<file path="src/rtl/router_pkg.sv">
// Router-wide constants and the output-VC state encoding shared by allocators.
package router_pkg;

    localparam int NUM_VC  = 4;
    localparam int NUM_OVC = 4;
    localparam int VC_SIZE = 8;

    localparam logic [3:0] NO_OVC = 4'hf;

    typedef enum logic [1:0] {
        OVC_FREE,
        OVC_BUSY,
        OVC_DRAIN
    } ovc_state_t;

endpackage

</file>
<file path="src/rtl/rr_arbiter.sv">
// Round-robin arbiter: first asserted req at or after ptr wins.
// Latency: combinational. Backpressure: none, the caller decides whether to consume the grant.
// Reused by the switch allocator.
module rr_arbiter #(
    parameter int N = 4
) (
    input  logic [N-1:0]         req,
    input  logic [$clog2(N)-1:0] ptr,
    output logic [N-1:0]         gnt,
    output logic [$clog2(N)-1:0] gnt_idx,
    output logic                 vld
);

    localparam int W = $clog2(N);

    logic [W-1:0] idx;

    // Walk from farthest to nearest so the candidate closest to ptr is written last.
    always_comb begin
        gnt     = '0;
        gnt_idx = '0;
        vld     = 1'b0;
        idx     = '0;
        for (int k = N - 1; k >= 0; k--) begin
            idx = W'((int'(ptr) + k) % N);
            if (req[idx]) begin
                gnt      = '0;
                gnt[idx] = 1'b1;
                gnt_idx  = idx;
                vld      = 1'b1;
            end
        end
    end

endmodule

</file>
<file path="src/rtl/ovc_allocator.sv">
// Per-output-port OVC allocator with per-OVC credit counters and credit-ok to input VCs.
// Latency: req sampled at edge t gives a one-cycle grant pulse in cycle t+1.
// Backpressure: requests stay pending while no OVC is FREE; credit_ok gates senders per VC.
module ovc_allocator #(
    parameter int NUM_VC  = router_pkg::NUM_VC,
    parameter int NUM_OVC = router_pkg::NUM_OVC,
    parameter int VC_SIZE = router_pkg::VC_SIZE
) (
    input  logic                       clk,
    input  logic                       rst,
    input  logic [NUM_VC-1:0]          req,
    output logic [NUM_VC-1:0]          grant,
    output logic [3:0]                 grant_ovc,
    input  logic                       send_valid,
    input  logic [$clog2(NUM_VC)-1:0]  send_vc,
    input  logic                       send_tail,
    input  logic                       credit_valid,
    input  logic [$clog2(NUM_OVC)-1:0] credit_ovc,
    output logic [NUM_VC-1:0]          credit_ok,
    output logic [NUM_OVC-1:0]         ovc_free,
    output logic                       err
);

    import router_pkg::*;

    localparam int CRED_W = $clog2(VC_SIZE + 1);
    localparam int VC_W   = $clog2(NUM_VC);
    localparam int OVC_W  = $clog2(NUM_OVC);
    localparam logic [CRED_W-1:0] CRED_MAX = CRED_W'(VC_SIZE);

    logic [NUM_VC-1:0]  owner_vld;
    logic [OVC_W-1:0]   owner_ovc [NUM_VC];
    ovc_state_t         ovc_state [NUM_OVC];
    ovc_state_t         ovc_state_nxt [NUM_OVC];
    logic [CRED_W-1:0]  credit [NUM_OVC];
    logic [CRED_W-1:0]  credit_nxt [NUM_OVC];
    logic [NUM_VC-1:0]  grant_q;
    logic [3:0]         grant_ovc_q;
    logic [VC_W-1:0]    rr_ptr;
    logic               err_q;

    logic               send_bound;
    logic [OVC_W-1:0]   send_ovc;
    logic [NUM_OVC-1:0] dec_vec;
    logic [NUM_OVC-1:0] inc_vec;
    logic [NUM_VC-1:0]  eligible;
    logic [NUM_VC-1:0]  arb_gnt;
    logic [VC_W-1:0]    arb_idx;
    logic               arb_vld;
    logic               free_any;
    logic [OVC_W-1:0]   free_idx;
    logic               do_grant;
    logic               err_set;

    assign send_bound = owner_vld[send_vc];
    assign send_ovc   = owner_ovc[send_vc];
    // A VC granted last cycle still shows req while its FSM leaves WAITING_FOR_OVC.
    assign eligible   = req & ~owner_vld & ~grant_q;

    rr_arbiter #(.N(NUM_VC)) u_arb (
        .req     (eligible),
        .ptr     (rr_ptr),
        .gnt     (arb_gnt),
        .gnt_idx (arb_idx),
        .vld     (arb_vld)
    );

    always_comb begin
        free_any = 1'b0;
        free_idx = '0;
        for (int j = NUM_OVC - 1; j >= 0; j--) begin
            if (ovc_state[j] == OVC_FREE) begin
                free_any = 1'b1;
                free_idx = OVC_W'(j);
            end
        end
    end

    assign do_grant = arb_vld && free_any;

    always_comb begin
        dec_vec = '0;
        inc_vec = '0;
        for (int j = 0; j < NUM_OVC; j++) begin
            dec_vec[j] = send_valid && send_bound && (send_ovc == OVC_W'(j));
            inc_vec[j] = credit_valid && (credit_ovc == OVC_W'(j));
        end
    end

    always_comb begin
        err_set = send_valid && !send_bound;
        for (int j = 0; j < NUM_OVC; j++) begin
            credit_nxt[j]    = credit[j];
            ovc_state_nxt[j] = ovc_state[j];
            if (inc_vec[j] && !dec_vec[j]) begin
                if (credit[j] == CRED_MAX) err_set = 1'b1;
                else                       credit_nxt[j] = credit[j] + 1'b1;
            end else if (dec_vec[j] && !inc_vec[j]) begin
                if (credit[j] == '0) err_set = 1'b1;
                else                 credit_nxt[j] = credit[j] - 1'b1;
            end
            case (ovc_state[j])
                OVC_FREE:  if (do_grant && free_idx == OVC_W'(j)) ovc_state_nxt[j] = OVC_BUSY;
                OVC_BUSY:  if (dec_vec[j] && send_tail)
                               ovc_state_nxt[j] = (credit_nxt[j] == CRED_MAX) ? OVC_FREE : OVC_DRAIN;
                OVC_DRAIN: if (credit_nxt[j] == CRED_MAX) ovc_state_nxt[j] = OVC_FREE;
                default:   ovc_state_nxt[j] = OVC_FREE;
            endcase
        end
    end

    always_ff @(posedge clk) begin
        if (rst) begin
            grant_q     <= '0;
            grant_ovc_q <= NO_OVC;
            rr_ptr      <= '0;
            err_q       <= 1'b0;
            owner_vld   <= '0;
            for (int i = 0; i < NUM_VC; i++) owner_ovc[i] <= '0;
            for (int j = 0; j < NUM_OVC; j++) begin
                credit[j]    <= CRED_MAX;
                ovc_state[j] <= OVC_FREE;
            end
        end else begin
            grant_q     <= do_grant ? arb_gnt : '0;
            grant_ovc_q <= do_grant ? 4'(free_idx) : NO_OVC;
            if (err_set) err_q <= 1'b1;
            // The winner owns nothing, so it never collides with the tail release below.
            if (do_grant) begin
                rr_ptr              <= (arb_idx == VC_W'(NUM_VC - 1)) ? '0 : arb_idx + 1'b1;
                owner_vld[arb_idx]  <= 1'b1;
                owner_ovc[arb_idx]  <= free_idx;
            end
            if (send_valid && send_tail && send_bound) owner_vld[send_vc] <= 1'b0;
            for (int j = 0; j < NUM_OVC; j++) begin
                credit[j]    <= credit_nxt[j];
                ovc_state[j] <= ovc_state_nxt[j];
            end
        end
    end

    always_comb begin
        credit_ok = '0;
        for (int i = 0; i < NUM_VC; i++)
            credit_ok[i] = owner_vld[i] && (credit[owner_ovc[i]] != '0);
        ovc_free = '0;
        for (int j = 0; j < NUM_OVC; j++)
            ovc_free[j] = (ovc_state[j] == OVC_FREE);
    end

    assign grant     = grant_q;
    assign grant_ovc = grant_ovc_q;
    assign err       = err_q;

endmodule

</file>
<file path="config.mk">
export PLATFORM = sky130hd
export DESIGN_NAME = ovc_allocator
export DESIGN_NICKNAME = d
export VERILOG_FILES = /design/src/rtl/router_pkg.sv /design/src/rtl/rr_arbiter.sv /design/src/rtl/ovc_allocator.sv
export SDC_FILE = /design/constraint.sdc
export NUM_CORES = 1
export LEC_CHECK = 0
export BUFFER_PORTS_ARGS = -buffer_cell sky130_fd_sc_hd__buf_2
export CORE_MARGIN = 4
export CORE_UTILIZATION = 34
export DETAILED_ROUTE_END_ITERATION = 8
export GPL_TIMING_DRIVEN = 0
export SYNTH_ARGS = -nofsm -noshare
export SYNTH_HDL_FRONTEND = slang
export SYNTH_SLANG_ARGS = --single-unit
</file>
<file path="constraint.sdc">
create_clock -name clk -period 8.45 [get_ports clk]
set_input_delay 1.2675 -clock clk [delete_from_list [all_inputs] [get_ports clk]]
set_output_delay 1.2675 -clock clk [all_outputs]
set_load 0.05 [all_outputs]
</file>
-- After elaboration in Yosys (flattened, before gate mapping)
Memory sizes are Yosys's and may differ from the RTL's.
Cells that the tools add are included.
- register bits after elaboration: 15
- bits in latches: 0
- memory bits (writable): 32
- memory bits (read-only): 0
- output and inout bits: 17
- memories: 3
- memory list (memory ; words ; width ; rd ports ; clocked after memory_dff ; wr ports ; RTL line ; text):
    credit ; 4 ; 4 ; 8 ; 0 ; 4 ; ovc_allocator.sv:35 ; logic [CRED_W-1:0] credit [NUM_OVC];
    ovc_state ; 4 ; 2 ; 4 ; 0 ; 4 ; ovc_allocator.sv:33 ; ovc_state_t ovc_state [NUM_OVC];
    owner_ovc ; 4 ; 2 ; 5 ; 0 ; 4 ; ovc_allocator.sv:32 ; logic [OVC_W-1:0] owner_ovc [NUM_VC];
- add/subtract/negate cells: 12
- $mul: 0
- divide/modulo/power cells: 0
- order comparisons: 12
- equal/unequal tests: 26
- shift-type cells: 0
- muxes and demuxes: 116
- bitwise logic cells: 16
- reductions and logical operators: 65
- operator list (kind ; count):
    2-to-1 mux 4 bit ; 28
    2-to-1 mux 2 bit ; 31
    2-to-1 mux 1 bit ; 42
    logical AND 1 bit ; 39
    == test 4 bit (second input constant) ; 8
    case mux 2 bit (3 select lines) ; 4
    == test 2 bit (second input constant) ; 11
    less-than comparator 2 x 3 -> 1 bit (second input constant) ; 6
    adder 4 x 1 -> 4 bit (second input constant) ; 4
    logical NOT 4 bit ; 4
    nonzero test 4 bit ; 4
    subtractor 4 x 1 -> 4 bit (second input constant) ; 4
    == test 2 x 1 -> 1 bit (second input constant) ; 7
    logical NOT 2 bit ; 7
    AND 4 bit ; 3
    demux 1 bit (select 2 bit) ; 6
    >= comparator 2 x 1 -> 1 bit (second input constant) ; 6
    inverter 4 bit ; 3
    binary-select mux 1 bit (select 2 bit) ; 5
    logical NOT 1 bit ; 9
    OR 1 bit ; 8
    adder 2 x 1 -> 2 bit (second input constant) ; 2
    adder 2 bit (second input constant) ; 2
    OR 4 bit ; 1
    2 further kinds ; 3

-- Depth between registers and ports, before layout
- word-level depth: 18
- depth in mapped cells: 11
- depth with buffers taken out: 10

-- Hierarchy
A second synthesis with hierarchy kept.
- cell total of the unflattened synthesis: 456
- area total of the unflattened synthesis: 3707.3 sq um
- modules (own cells, without submodules) (module ; instances ; cells an instance ; area each (sq um) ; sequential area each (sq um)):
    ovc_allocator ; 1 ; 395 ; 3198.1 ; 1001.0
    rr_arbiter ; 1 ; 61 ; 509.2 ; 0.0

-- Worst setup path after synthesis
No wires, ideal clock.
- path kind: input to register
- start point: input port req[1]
- end point: memory owner_ovc[0][0] in the netlist's numbering, enable pin
- library setup time: 315 ps
- arrival: 2995 ps
- data required time: 8135 ps
- path slack: 5140 ps
- stages on the path: 6
- path buffers: 0
- cells stage by stage: or3b_1 mux4_2 nor4b_4 nor3_4 nand2b_1 o21bai_1
- RTL lines (element ; RTL line ; text):
    from (decl) ; ovc_allocator.sv:11 ; input logic [NUM_VC-1:0] req,
    to (decl) ; ovc_allocator.sv:32 ;

==> flow_summary_export.csv <==
group,metric,value,unit
cells_and_area,area_growth,10.6,%
global_route,grt_util_met3,0.0216,
die,start_util,0.353,
setup_path,cp-start-kind,"flip-flop",
die,die_h,112,microns
sta,skew,0.0122,ns
synth,synth-edff-count,8,
synth,syn_inst,433,
setup_path,cp_top_family,"simple AND/OR/NAND/NOR gates",
cells_and_area,final_cell_count_no_fill,602,
synth,synthAdderAreaFrac,0.0677,
synth,synthArstFlopShare,0,
die,row_count,37,
cells_and_area,final_common_cell,"nor2_1",
setup_path,end_kind,"primary output",
synth,synthXorXnorAreaFrac,0.00948,
die,ioPinCount,30,
hold_path,hold_start,"ovc_state[1][1]$_SDFFE_PP0P_",
place,dp_cells,594,
setup_path,path_buf_inv,2,
global_route,grt_pass1_vias,3266,
cells_and_area,final_cell_mix,"44 x nor2_1, 38 x dfxtp_1, 30 x buf_2, 23 x nand2_1",
sta,fin_crit_sh,0.411,
global_route,use_met2,0.244,
global_route,grt_first_pass_wirelength,15.8,mm
place,gp_congestion,0.838,
synth,yosys-top-cells-area,"dfxtp_1 21%, ha_1 6.8%, mux4_2 6.7%",
route,drc,0,
hold_path,holdPathStages,1,
cts,htree_levels,2,
cts,ctsHoldBuffers,0,
sta,rsz0062_at_grt,"no",
die,die_area,12600,sq um
sta,period_needed,3.47,ns
setup_path,critPathRequiredTime,7.18,ns
cts,cts_resized,0,
sta,hold_ws,0.542,ns
synth,synth.top_cell.area_share,0.206,
cts,cts_made_buffers,5,
global_route,groute.layer.met1.usage,0.203,
sta,tns,0,ns
route,drtIter0Drc,342,
synth,synth_cell_types,72,
setup_path,arrival,2.20,ns
synth,synth-simple-area-share,0.265,
cts,clk_pin_slew,0.10,ns
outcome,status,"finished, final reports clean",
synth,synth-compound-area-share,0.218,
setup_path,path_class,"reg -> out",
route,wl_per_cell,15.9,microns
hold_path,hold_path_end,"ovc_state[1][0]$_SDFFE_PP0P_",
synth,ys_ff_latch,46,
synth,syn_nets,466,
sta,worstMarginPinSlew,0.906,ns
sta,fin_ws,4.98,ns
route,drt_first_pass_iters,7,
cts,clock_latency,0.32,ns
cells_and_area,drive_gt1_frac,0.161,
synth,seq_area_frac_synth,0.271,
cts,cts_num_sinks,46,
setup_path,worstPathCellList,"clkbuf_1 > nor4_1 > mux4_2 > nor2b_1 > buf_2",
cells_and_area,fin_nets,498,
die,fp.dieW,112,microns
power_and_ir_drop,leakage,0.00156,uW
synth,ys_warn_count,0,
sta,hold_viol_final,0,
synth,synthMuxAreaShare,0.109,
synth,synth_ff_type,"dfxtp_1",
place,post-place-ws,4.76,ns
setup_path,max_stage_delay,0.73,ns
place,place_hpwl,7.39,mm
global_route,antenna_found_initial,0,
sta,finalMaxSlewViolations,0,
cts,postCtsSetupBuffers,0,
power_and_ir_drop,power.density,312,nW/um^2
place,port_buffers,25,
cts,cts_tree,"yes",
setup_path,reg2reg_from,"rr_ptr[0]$_SDFFE_PP0P_",
global_route,grt_max_degree,18,
setup_path,crit_fanout,8,
cells_and_area,utilization,0.391,
cells_and_area,fillers,1108,
synth,synth_top_area_cell,"dfxtp_1",
synth,synthesis.area,3690,sq um
cells_and_area,antenna_cells,0,
sta,maxSlewHeadroom,0.395,
global_route,grt_overflow,0,
route,vias_per_cell,5.77,
synth,synth_top_family_by_area,"simple AND/OR/NAND/NOR gates",
global_route,busiest_layer,"met2",
cts,cts_buffer_depth,2,
run,maxCapViolCount,0,
die,coreArea,10500,sq um
setup_path,worstRegToRegCells,11,
hold_path,min_path_type,"reg -> reg",
cts,root_buffer,"clkbuf_8",
route,ant_nets,0,
setup_path,ff2ff_setup_slack,5.17,ns
global_route,global_route.usage.total,0.150,
setup_path,r2r-end,"owner_vld[0]$_SDFF_PP0_",
sta,fmax,288,MHz
route,wirelength,9.55,mm
power_and_ir_drop,peakVddDrop,0.227,mV
sta,finalSetupViolations,0,
route,vias,3473,
synth,syn_area_per_cell,8.53,sq um
setup_path,crit_path_top_delay_cell,"nor4_1",
Yosys cell counts (4+ instances only):
cell and number:
or3b_1 4, a21oi_1 21, ha_1 20, a21o_1 4
buf_4 8, nand2b_1 10, nor3b_1 7, and3_1 6
mux2_2 5, nor3_1 17, mux4_2 11, nor2_1 44
clkbuf_1 14, nand2_1 23, a311oi_1 4, dfxtp_1 38
a31oi_1 11, xnor2_1 4, nand4_1 4, o21ai_0 13
buf_2 5, nor2b_1 14, inv_1 21, nand3_1 18
nor4_1 8, edfxtp_1 8, mux2i_1 10, a221oi_1 6
o31ai_1 6, a211oi_1 7
where the power goes:
group,switching [uW],internal (uW)
clock network,87.3,61.4
logic,500,280
registers,59.4,286
sequential cells by signal, indices dropped and copies added (netlist names):
name / flops
ovc_state: 8
credit: 16
grant: 4
err: 1
grant_ovc: 3
owner_vld: 4
owner_ovc: 8
rr_ptr: 2
cell families after synthesis:
kind of cell               count (synthesis)
xor gates and xnor gates                   4
muxes                                     26
AOI/OAI and AO/OA                        112
DFF                                       46
adders and majority gates                 20
and+or+nand+nor                          177
buffers and inverters                     48
routing by layer:
| metal | wire length, microns | up-vias |
|---|---|---|
| met2 | 4470 | 99 |
| met3 | 415 | 18 |
| li1 | - | 1705 |
| met4 | 224 | 0 |
| met5 | 0 | - |
| met1 | 4430 | 1651 |
metrics by stage:
step | cell area (sq um) | power, uW
after floorplan | 3690 | 952
after global placement | 3990 | 1110
after detailed placement | 3990 | 1120
after CTS | 4090 | 1270
after global routing | 4090 | 1370
final | 4090 | 1270
layout make-up:
type,instances,area (sq um),share of cell area
clock buffers,5,68.8,0.0168
flip-flops and latches,46,1000,0.245
repair buffers,25,125,0.0306
well taps,136,170,0.0416
clock inverters,3,27.5,0.00674
inverters,21,78.8,0.0193
multi-input cells,339,2480,0.606
plain buffers,27,138,0.0337
worst reg2reg max path, cell delays in order (launching register included):
cell and delay, ns:
dfxtp_1 0.42, buf_2 0.25, inv_1 0.19, ha_1 0.46
mux4_2 0.58, o21ai_0 0.18, nand2_1 0.06, o21ai_1 0.28
inv_1 0.26, ha_1 0.26, a21oi_1 0.12, a211oi_1 0.06
how the worst max path moves through the flow:
| stage | from | to | slack [ns] | cells past startpoint |
|---|---|---|---|---|
| 2_1_floorplan | req[1] | owner_ovc[0][0]$_SDFFCE_PN0P_ | 5.14 | 6 |
| 3_3_place_gp | send_vc[0] | ovc_state[0][1]$_SDFFE_PP0P_ | 4.80 | 7 |
| 3_5_place_dp | send_vc[0] | ovc_state[0][1]$_SDFFE_PP0P_ | 4.76 | 7 |
| 4_1_cts | credit[2][3]$_SDFF_PP1_ | credit_ok[2] | 4.98 | 5 |
| 5_1_grt | credit[2][3]$_SDFF_PP1_ | credit_ok[2] | 4.81 | 5 |
| 6_report | credit[2][3]$_SDFF_PP1_ | credit_ok[2] | 4.98 | 5 |
Power figures use the tool's default switching activity.
